**config.mk**
```make
export PLATFORM = sky130hd
export DESIGN_NAME = fp_int_cevirici
export DESIGN_NICKNAME = d
export VERILOG_FILES = /design/src/rtl/fp_int_cevirici_pkg.sv /design/src/rtl/fp_int_cevirici_yuvarla.sv /design/src/rtl/fp_int_cevirici.sv
export SDC_FILE = /design/constraint.sdc
export NUM_CORES = 1
export LEC_CHECK = 0
export CAP_MARGIN = 0
export CORE_MARGIN = 10
export CORE_UTILIZATION = 25
export DETAILED_ROUTE_END_ITERATION = 10
export PLACE_DENSITY = 0.48
export SETUP_SLACK_MARGIN = 0.5
export SLEW_MARGIN = 30
export SYNTH_ARGS = -nofsm -noshare
export SYNTH_HDL_FRONTEND = slang
export SYNTH_SLANG_ARGS = --single-unit
export TNS_END_PERCENT = 10
```
**constraint.sdc**
```tcl
create_clock -name clk_i -period 8.7 [get_ports clk_i]
set_clock_uncertainty 0.15 [all_clocks]
set_input_delay 1.74 -clock clk_i [delete_from_list [all_inputs] [get_ports clk_i]]
set_output_delay 1.74 -clock clk_i [all_outputs]
set_load 0.01 [all_outputs]
```
**src/rtl/fp_int_cevirici_pkg.sv**
```systemverilog
// Shared constants for the binary32-to-integer converter: FP32 field layout,
// rounding-mode codes, FSM states and operand classes.
package fp_int_pkg;

    localparam int SIGN_BIT = 31;
    localparam int EXP_MSB  = 30;
    localparam int EXP_LSB  = 23;
    localparam int MANT_W   = 23;
    localparam int BIAS     = 127;

    localparam logic [1:0] RND_RTZ = 2'b00;
    localparam logic [1:0] RND_RNE = 2'b01;
    localparam logic [1:0] RND_RDN = 2'b10;
    localparam logic [1:0] RND_RUP = 2'b11;

    typedef enum logic [2:0] {
        IDLE,
        UNPACK,
        ALIGN,
        ROUND,
        DONE
    } state_t;

    typedef enum logic [2:0] {
        CLS_NORM,
        CLS_ZERO,
        CLS_DEN,
        CLS_INF,
        CLS_NAN
    } cls_t;

endpackage

```
**src/rtl/fp_int_cevirici_yuvarla.sv**
```systemverilog
// Round-increment decision: says whether the truncated magnitude must be bumped
// by one, given the sign, its lsb, the guard/sticky bits and the rounding mode.
module fp_int_yuvarla
    import fp_int_pkg::*;
(
    input  logic       i_sign,
    input  logic       i_lsb,
    input  logic       i_guard,
    input  logic       i_sticky,
    input  logic [1:0] i_mode,
    output logic       o_inc
);

    always_comb begin
        o_inc = 1'b0;
        case (i_mode)
            RND_RTZ: o_inc = 1'b0;
            RND_RNE: o_inc = i_guard && (i_sticky || i_lsb);
            RND_RDN: o_inc = i_sign && (i_guard || i_sticky);
            RND_RUP: o_inc = !i_sign && (i_guard || i_sticky);
            default: o_inc = 1'b0;
        endcase
    end

endmodule

```
**src/rtl/fp_int_cevirici.sv**
```systemverilog
// Multi-cycle binary32 to OUT_W-bit integer converter with runtime rounding mode,
// saturation and invalid/inexact flags; one operation in flight, valid/ready both sides.
module fp_int_cevirici
    import fp_int_pkg::*;
#(
    parameter int OUT_W      = 32,
    parameter bit SIGNED_OUT = 1'b1
) (
    input  logic             clk_i,
    input  logic             rst_i,
    input  logic             en_i,
    input  logic             valid_i,
    output logic             ready_o,
    input  logic [31:0]      g1_i,
    input  logic [1:0]       rnd_i,
    output logic             valid_o,
    input  logic             ready_i,
    output logic [OUT_W-1:0] c_o,
    output logic             inv_o,
    output logic             nx_o
);

    localparam int MW = (OUT_W + 1 > MANT_W + 1) ? OUT_W + 1 : MANT_W + 1;
    localparam logic signed [8:0] E_OUT_W = 9'(OUT_W);
    localparam logic signed [8:0] E_BIAS  = 9'(BIAS);
    localparam logic [OUT_W-1:0] MAX_C = SIGNED_OUT ? {1'b0, {(OUT_W-1){1'b1}}} : {OUT_W{1'b1}};
    localparam logic [OUT_W-1:0] MIN_C = SIGNED_OUT ? {1'b1, {(OUT_W-1){1'b0}}} : {OUT_W{1'b0}};
    localparam logic [OUT_W:0]   POS_LIM = {1'b0, MAX_C};
    localparam logic [OUT_W:0]   NEG_LIM = (OUT_W+1)'(1) << (OUT_W - 1);

    state_t r_state, w_next;

    logic [31:0]             r_g1_p0;
    logic [1:0]              r_rnd_p0;
    logic                    r_sign_p1;
    logic signed [8:0]       r_exp_p1;
    logic [MANT_W:0]         r_mant_p1;
    cls_t                    r_cls_p1;
    logic [OUT_W:0]          r_mag_p2;
    logic                    r_grd_p2, r_stk_p2, r_ovf_p2;
    logic [OUT_W:0]          r_mag_p3;
    logic                    r_nx_p3;
    logic [OUT_W-1:0]        r_c;
    logic                    r_inv, r_nx, r_valid;

    logic [7:0]              w_exp_raw;
    logic [MANT_W-1:0]       w_frac;
    logic [4:0]              w_lsh, w_rsh;
    logic                    w_inc;

    assign w_exp_raw = r_g1_p0[EXP_MSB:EXP_LSB];
    assign w_frac    = r_g1_p0[MANT_W-1:0];
    assign w_lsh     = r_exp_p1[4:0] - 5'd23;
    assign w_rsh     = 5'd23 - r_exp_p1[4:0];

    fp_int_yuvarla u_yuvarla (
        .i_sign   (r_sign_p1),
        .i_lsb    (r_mag_p2[0]),
        .i_guard  (r_grd_p2),
        .i_sticky (r_stk_p2),
        .i_mode   (r_rnd_p0),
        .o_inc    (w_inc)
    );

    // Packs {result, inv, nx}; negative values are negated here, after rounding on the magnitude.
    function automatic logic [OUT_W+1:0] saturate(input cls_t cls, input logic sgn, input logic ovf,
                                                 input logic [OUT_W:0] mag, input logic inexact);
        logic [OUT_W-1:0] c;
        logic             inv;
        logic             x;
        c   = '0;
        inv = 1'b1;
        x   = 1'b0;
        if (cls == CLS_NAN) begin
            c = MAX_C;
        end else if (cls == CLS_INF || ovf) begin
            c = sgn ? MIN_C : MAX_C;
        end else if (!sgn) begin
            if (mag > POS_LIM) begin
                c = MAX_C;
            end else begin
                c   = mag[OUT_W-1:0];
                inv = 1'b0;
                x   = inexact;
            end
        end else if (SIGNED_OUT) begin
            if (mag > NEG_LIM) begin
                c = MIN_C;
            end else begin
                c   = -mag[OUT_W-1:0];
                inv = 1'b0;
                x   = inexact;
            end
        end else if (mag == '0) begin
            inv = 1'b0;
            x   = inexact;
        end else begin
            c = MIN_C;
        end
        return {c, inv, x};
    endfunction

    always_ff @(posedge clk_i) begin
        if (rst_i) begin
            r_state <= IDLE;
        end else if (en_i) begin
            r_state <= w_next;
        end
    end

    always_comb begin
        w_next = r_state;
        case (r_state)
            IDLE:    if (valid_i) w_next = UNPACK;
            UNPACK:  w_next = ALIGN;
            ALIGN:   w_next = ROUND;
            ROUND:   w_next = DONE;
            DONE:    if (r_valid && ready_i) w_next = IDLE;
            default: w_next = IDLE;
        endcase
    end

    always_comb begin
        ready_o = (r_state == IDLE);
        valid_o = r_valid;
        c_o     = r_c;
        inv_o   = r_inv;
        nx_o    = r_nx;
    end

    always_ff @(posedge clk_i) begin
        if (rst_i) begin
            r_g1_p0   <= '0;
            r_rnd_p0  <= '0;
            r_sign_p1 <= 1'b0;
            r_exp_p1  <= '0;
            r_mant_p1 <= '0;
            r_cls_p1  <= CLS_ZERO;
            r_mag_p2  <= '0;
            r_grd_p2  <= 1'b0;
            r_stk_p2  <= 1'b0;
            r_ovf_p2  <= 1'b0;
            r_mag_p3  <= '0;
            r_nx_p3   <= 1'b0;
            r_c       <= '0;
            r_inv     <= 1'b0;
            r_nx      <= 1'b0;
            r_valid   <= 1'b0;
        end else if (en_i) begin
            case (r_state)
                // p0: operand capture
                IDLE: begin
                    if (valid_i) begin
                        r_g1_p0  <= g1_i;
                        r_rnd_p0 <= rnd_i;
                    end
                end
                // p1: field split and classification
                UNPACK: begin
                    r_sign_p1 <= r_g1_p0[SIGN_BIT];
                    r_exp_p1  <= $signed({1'b0, w_exp_raw}) - E_BIAS;
                    r_mant_p1 <= (w_exp_raw == 8'd0) ? '0 : {1'b1, w_frac};
                    if (w_exp_raw == 8'hFF)
                        r_cls_p1 <= (w_frac != '0) ? CLS_NAN : CLS_INF;
                    else if (w_exp_raw == 8'd0)
                        r_cls_p1 <= (w_frac != '0) ? CLS_DEN : CLS_ZERO;
                    else
                        r_cls_p1 <= CLS_NORM;
                end
                // p2: alignment to the integer point, guard/sticky extraction
                ALIGN: begin
                    r_mag_p2 <= '0;
                    r_grd_p2 <= 1'b0;
                    r_stk_p2 <= 1'b0;
                    r_ovf_p2 <= 1'b0;
                    if (r_cls_p1 == CLS_DEN) begin
                        r_stk_p2 <= 1'b1;
                    end else if (r_cls_p1 == CLS_NORM) begin
                        if (r_exp_p1 >= E_OUT_W) begin
                            r_ovf_p2 <= 1'b1;
                        end else if (r_exp_p1 >= 9'sd23) begin
                            r_mag_p2 <= (OUT_W+1)'(MW'(r_mant_p1) << w_lsh);
                        end else if (r_exp_p1 >= 9'sd0) begin
                            r_mag_p2 <= (OUT_W+1)'(r_mant_p1 >> w_rsh);
                            r_grd_p2 <= r_mant_p1[w_rsh - 5'd1];
                            r_stk_p2 <= |(r_mant_p1 & ((24'd1 << (w_rsh - 5'd1)) - 24'd1));
                        end else begin
                            r_grd_p2 <= (r_exp_p1 == -9'sd1);
                            r_stk_p2 <= (r_exp_p1 == -9'sd1) ? |r_mant_p1[MANT_W-1:0] : 1'b1;
                        end
                    end
                end
                // p3: rounding increment, carry lands in the extra top bit
                ROUND: begin
                    r_mag_p3 <= r_mag_p2 + (OUT_W+1)'(w_inc);
                    r_nx_p3  <= r_grd_p2 | r_stk_p2;
                end
                // p4: sign, range check, result hold until consumed
                DONE: begin
                    if (!r_valid) begin
                        {r_c, r_inv, r_nx} <= saturate(r_cls_p1, r_sign_p1, r_ovf_p2, r_mag_p3, r_nx_p3);
                        r_valid <= 1'b1;
                    end else if (ready_i) begin
                        r_valid <= 1'b0;
                    end
                end
                default: ;
            endcase
        end
    end

endmodule

```
==> summary.txt <==
Outcome: complete, no violations
Final Cycle Share: 55.3%
Router iterations before antenna repair: 6
Slew @ Worst Pin: 0.946 ns
Final Power: 1.87 mW
Final std cells w/o fill: 2196
Kind of critical path: reg2reg
Count of synthesis-stage warnings from yosys: 0
Min Tclk post-route: 4.81 ns
Main synth FF type: sky130_fd_sc_hd__dfxtp_1
Count of buffers from port buffering: 74
Root Buffer Master: sky130_fd_sc_hd__clkbuf_16
TritonCTS buffer count: 17
Critical Path Start Type: flop
Cell row count: 80
Post-CTS setup-driven buffer insertion count: 0
Sum of routed wire length over all layers: 42.7 mm
Number of sinks driven by the clock tree: 179
Starting density of the core: 25.4%
CORE AREA: 47900 µm²
Final number of hold-violating endpoints: 0
Final setup violating endpoints: 0
Post-route cell area: 13900 µm²
I/O pins: 75
Mapped cell area: 12200 µm²
Flop-to-flop setup slack: 3.89 ns
Count of cells resized by post-cts repair: 0
Sum of overflow across all layers after global routing: 0
Number of vias per cell: 5.47
Maximum fanout along the worst path: 29
Ratio of total power to cell area: 135 nW/µm²
Area enclosed by the die boundary: 58000 µm²
HPWL Detailed: 30.9 mm
Initial antenna violation count: 0
Wire length of the first global-routing pass: 66.7 mm
Filler Cells Inserted: 5165
Post-DRT Antenna Nets: 0
Total Neg Setup Slack: 0 ns
Worst slack at placement: 4.03 ns
Crit path to: r_stk_p2
Number of flops mapped to enable cells by yosys: 0
Hold-fix buffer count after cts: 0
Arrival time reported for the critical path endpoint: 4.97 ns
Highest-count cells in the layout ignoring fill and taps: sky130_fd_sc_hd__nand2_1, sky130_fd_sc_hd__nor2_1, sky130_fd_sc_hd__dfxtp_1
Sequential area share after synthesis: 29.4%
Number of remaining DRC errors: 0
Area of the multi-input gates: 7960 µm²
Fraction of registers with async set/reset: 0%
Register clock-pin slew on the reported worst setup and hold paths: 0.07 ns
Leakage power of the design: 4.43 nW
Share of cells above drive strength 1: 8.79%
Relative area change from synthesis to final layout: 14.0%
Clock insertion delay at the later pin of the skew report: 0.44 ns
Synthesized netlist net count: 1658
Startpoint of the most critical register-to-register path: r_exp_p1[0]
Highest clock rate: 208 MHz
Pin count of the biggest net entering global routing: 104
Number of instances in the synthesized netlist: 1604
Sequential cell area in the final layout: 3590 µm²
R2R depth: 12
Most common library cell in the layout ignoring fill and taps: sky130_fd_sc_hd__nand2_1
Maximum buffer depth of the clock tree: 2
Data required, critical path: 8.86 ns
Crit Reg-Reg Endpoint: r_stk_p2
Distinct cell type count after synthesis: 79
Die outline height: 241 µm
Timing startpoint of the critical path: r_exp_p1[0]
Number of global-route vias before repair: 11100
VDD IR-drop max: 0.111 mV
Post-synthesis sequential element count: 179
Number of maximum-capacitance violations: 0
Path type of the worst min-delay path: reg2reg
Number of slew-limit violations in the final report: 0
Total via count in the routed design: 12000
CTS tree: yes
Mean Syn Cell Area: 7.60 µm²
NumNets Final: 1623
Max-slew headroom at the worst pin: 36.3%
Detailed Route Iter0 Violations: 1016
Global-route usage over all layers: 14.4%
# placed instances: 2165
Setup crit end kind: flop
Worst Slack Setup Final: 3.89 ns
Total placed instance area: 13300 µm²
H-tree levels: 4
Weighted congestion reported at the end of routability-driven placement: 0.890
Diode count: 0
Setup repair after global routing missed its margin: no
Chip Width: 241 µm
Final routed wire length divided by cell count: 19.4 µm
## report_power, final
part           total [mW]  internal [mW]  switching, mW
registers           0.852          0.832         0.0195
logic               0.233         0.0851          0.148
clock network       0.787          0.439          0.348
total                1.87           1.36          0.516
## final cells by class
type / count / area share [%]
Tap cell: 615 / 5.54
Clock inverter: 11 / 0.927
Sequential cell: 179 / 25.8
Inverter: 25 / 0.675
Clock buffer: 20 / 3.29
Multi-Input combinational cell: 1251 / 57.3
Timing Repair Buffer: 95 / 6.47
## layer usage
layer / wire length, µm / track usage (%) / part of all wire, % / up-vias
met5: 0 / 0 / 0 / -
met1: 20000 / 19.7 / 47 / 5701
met3: 2290 / 2.46 / 5.4 / 76
met4: 1370 / 5.18 / 3.2 / 0
li1: - / - / - / 5819
met2: 19100 / 22.2 / 45 / 426
## Yosys cell counts (all sizes together), types with 33 or more instances
master | number | share of area, %
dfxtp | 179 | 29
nand3 | 35 | 1.4
nand2 | 223 | 6.9
nor3 | 34 | 1.4
nor2 | 195 | 6.1
o21ai | 105 | 4.3
clkbuf | 125 | 3.9
a21oi | 143 | 6.0
mux4 | 39 | 7.2
a211oi | 59 | 3.9
mux2i | 35 | 2.9
a22oi | 33 | 2.0
## registers in the layout, indices dropped and copies added (netlist names), 2 cells and up
| register | count |
|---|---|
| r_mag_p2 | 33 |
| r_mag_p3 | 33 |
| c_o | 32 |
| r_g1_p0 | 32 |
| r_mant_p1 | 24 |
| r_exp_p1 | 9 |
| r_cls_p1 | 3 |
| r_state | 3 |
| r_rnd_p0 | 2 |
## cells by family (layout without fill, tap and decap cells)
logic type	after synthesis	in the layout	share of synthesized area [%]
simple gates	629	629	23.7
compound gates	480	480	25.7
flops	179	179	29.4
buf+inv	174	151	5.54
mux	84	84	11.0
xor+xnor	43	43	3.09
fa+ha+maj	15	15	1.54
## worst min-delay path by stage
stage	startpoint	endpoint	slack (ns)	depth (start not counted)
3_3_place_gp	nx_o	nx_o	0.29	2
3_5_place_dp	nx_o	nx_o	0.30	2
4_1_cts	nx_o	nx_o	0.31	2
5_1_grt	nx_o	nx_o	0.33	2
2_1_floorplan	r_g1_p0[31]	r_sign_p1	0.28	2
6_report	nx_o	nx_o	0.31	2
## critical path, cell delays in order (launching register included)
cell and delay (ns):
sky130_fd_sc_hd__dfxtp_2 0.78, sky130_fd_sc_hd__ha_1 0.87, sky130_fd_sc_hd__nor2b_1 0.13, sky130_fd_sc_hd__a32oi_2 0.50, sky130_fd_sc_hd__nor2b_1 0.18, sky130_fd_sc_hd__nand2_1 0.11, sky130_fd_sc_hd__ha_1 0.37, sky130_fd_sc_hd__o21ai_0 0.28
sky130_fd_sc_hd__and4b_1 0.46, sky130_fd_sc_hd__xor2_1 0.17, sky130_fd_sc_hd__o221ai_1 0.13, sky130_fd_sc_hd__a2111oi_0 0.42, sky130_fd_sc_hd__a21oi_1 0.12
## metrics by stage
stage          hold WS [ns]  utilization, %
3_5_place_dp          0.299            27.8
4_1_cts               0.311            29.0
2_1_floorplan         0.282               -
6_report              0.307            29.0
3_3_place_gp          0.295            27.7
5_1_grt               0.332            29.0
No activity file was read; power rests on OpenSTA's default activity.
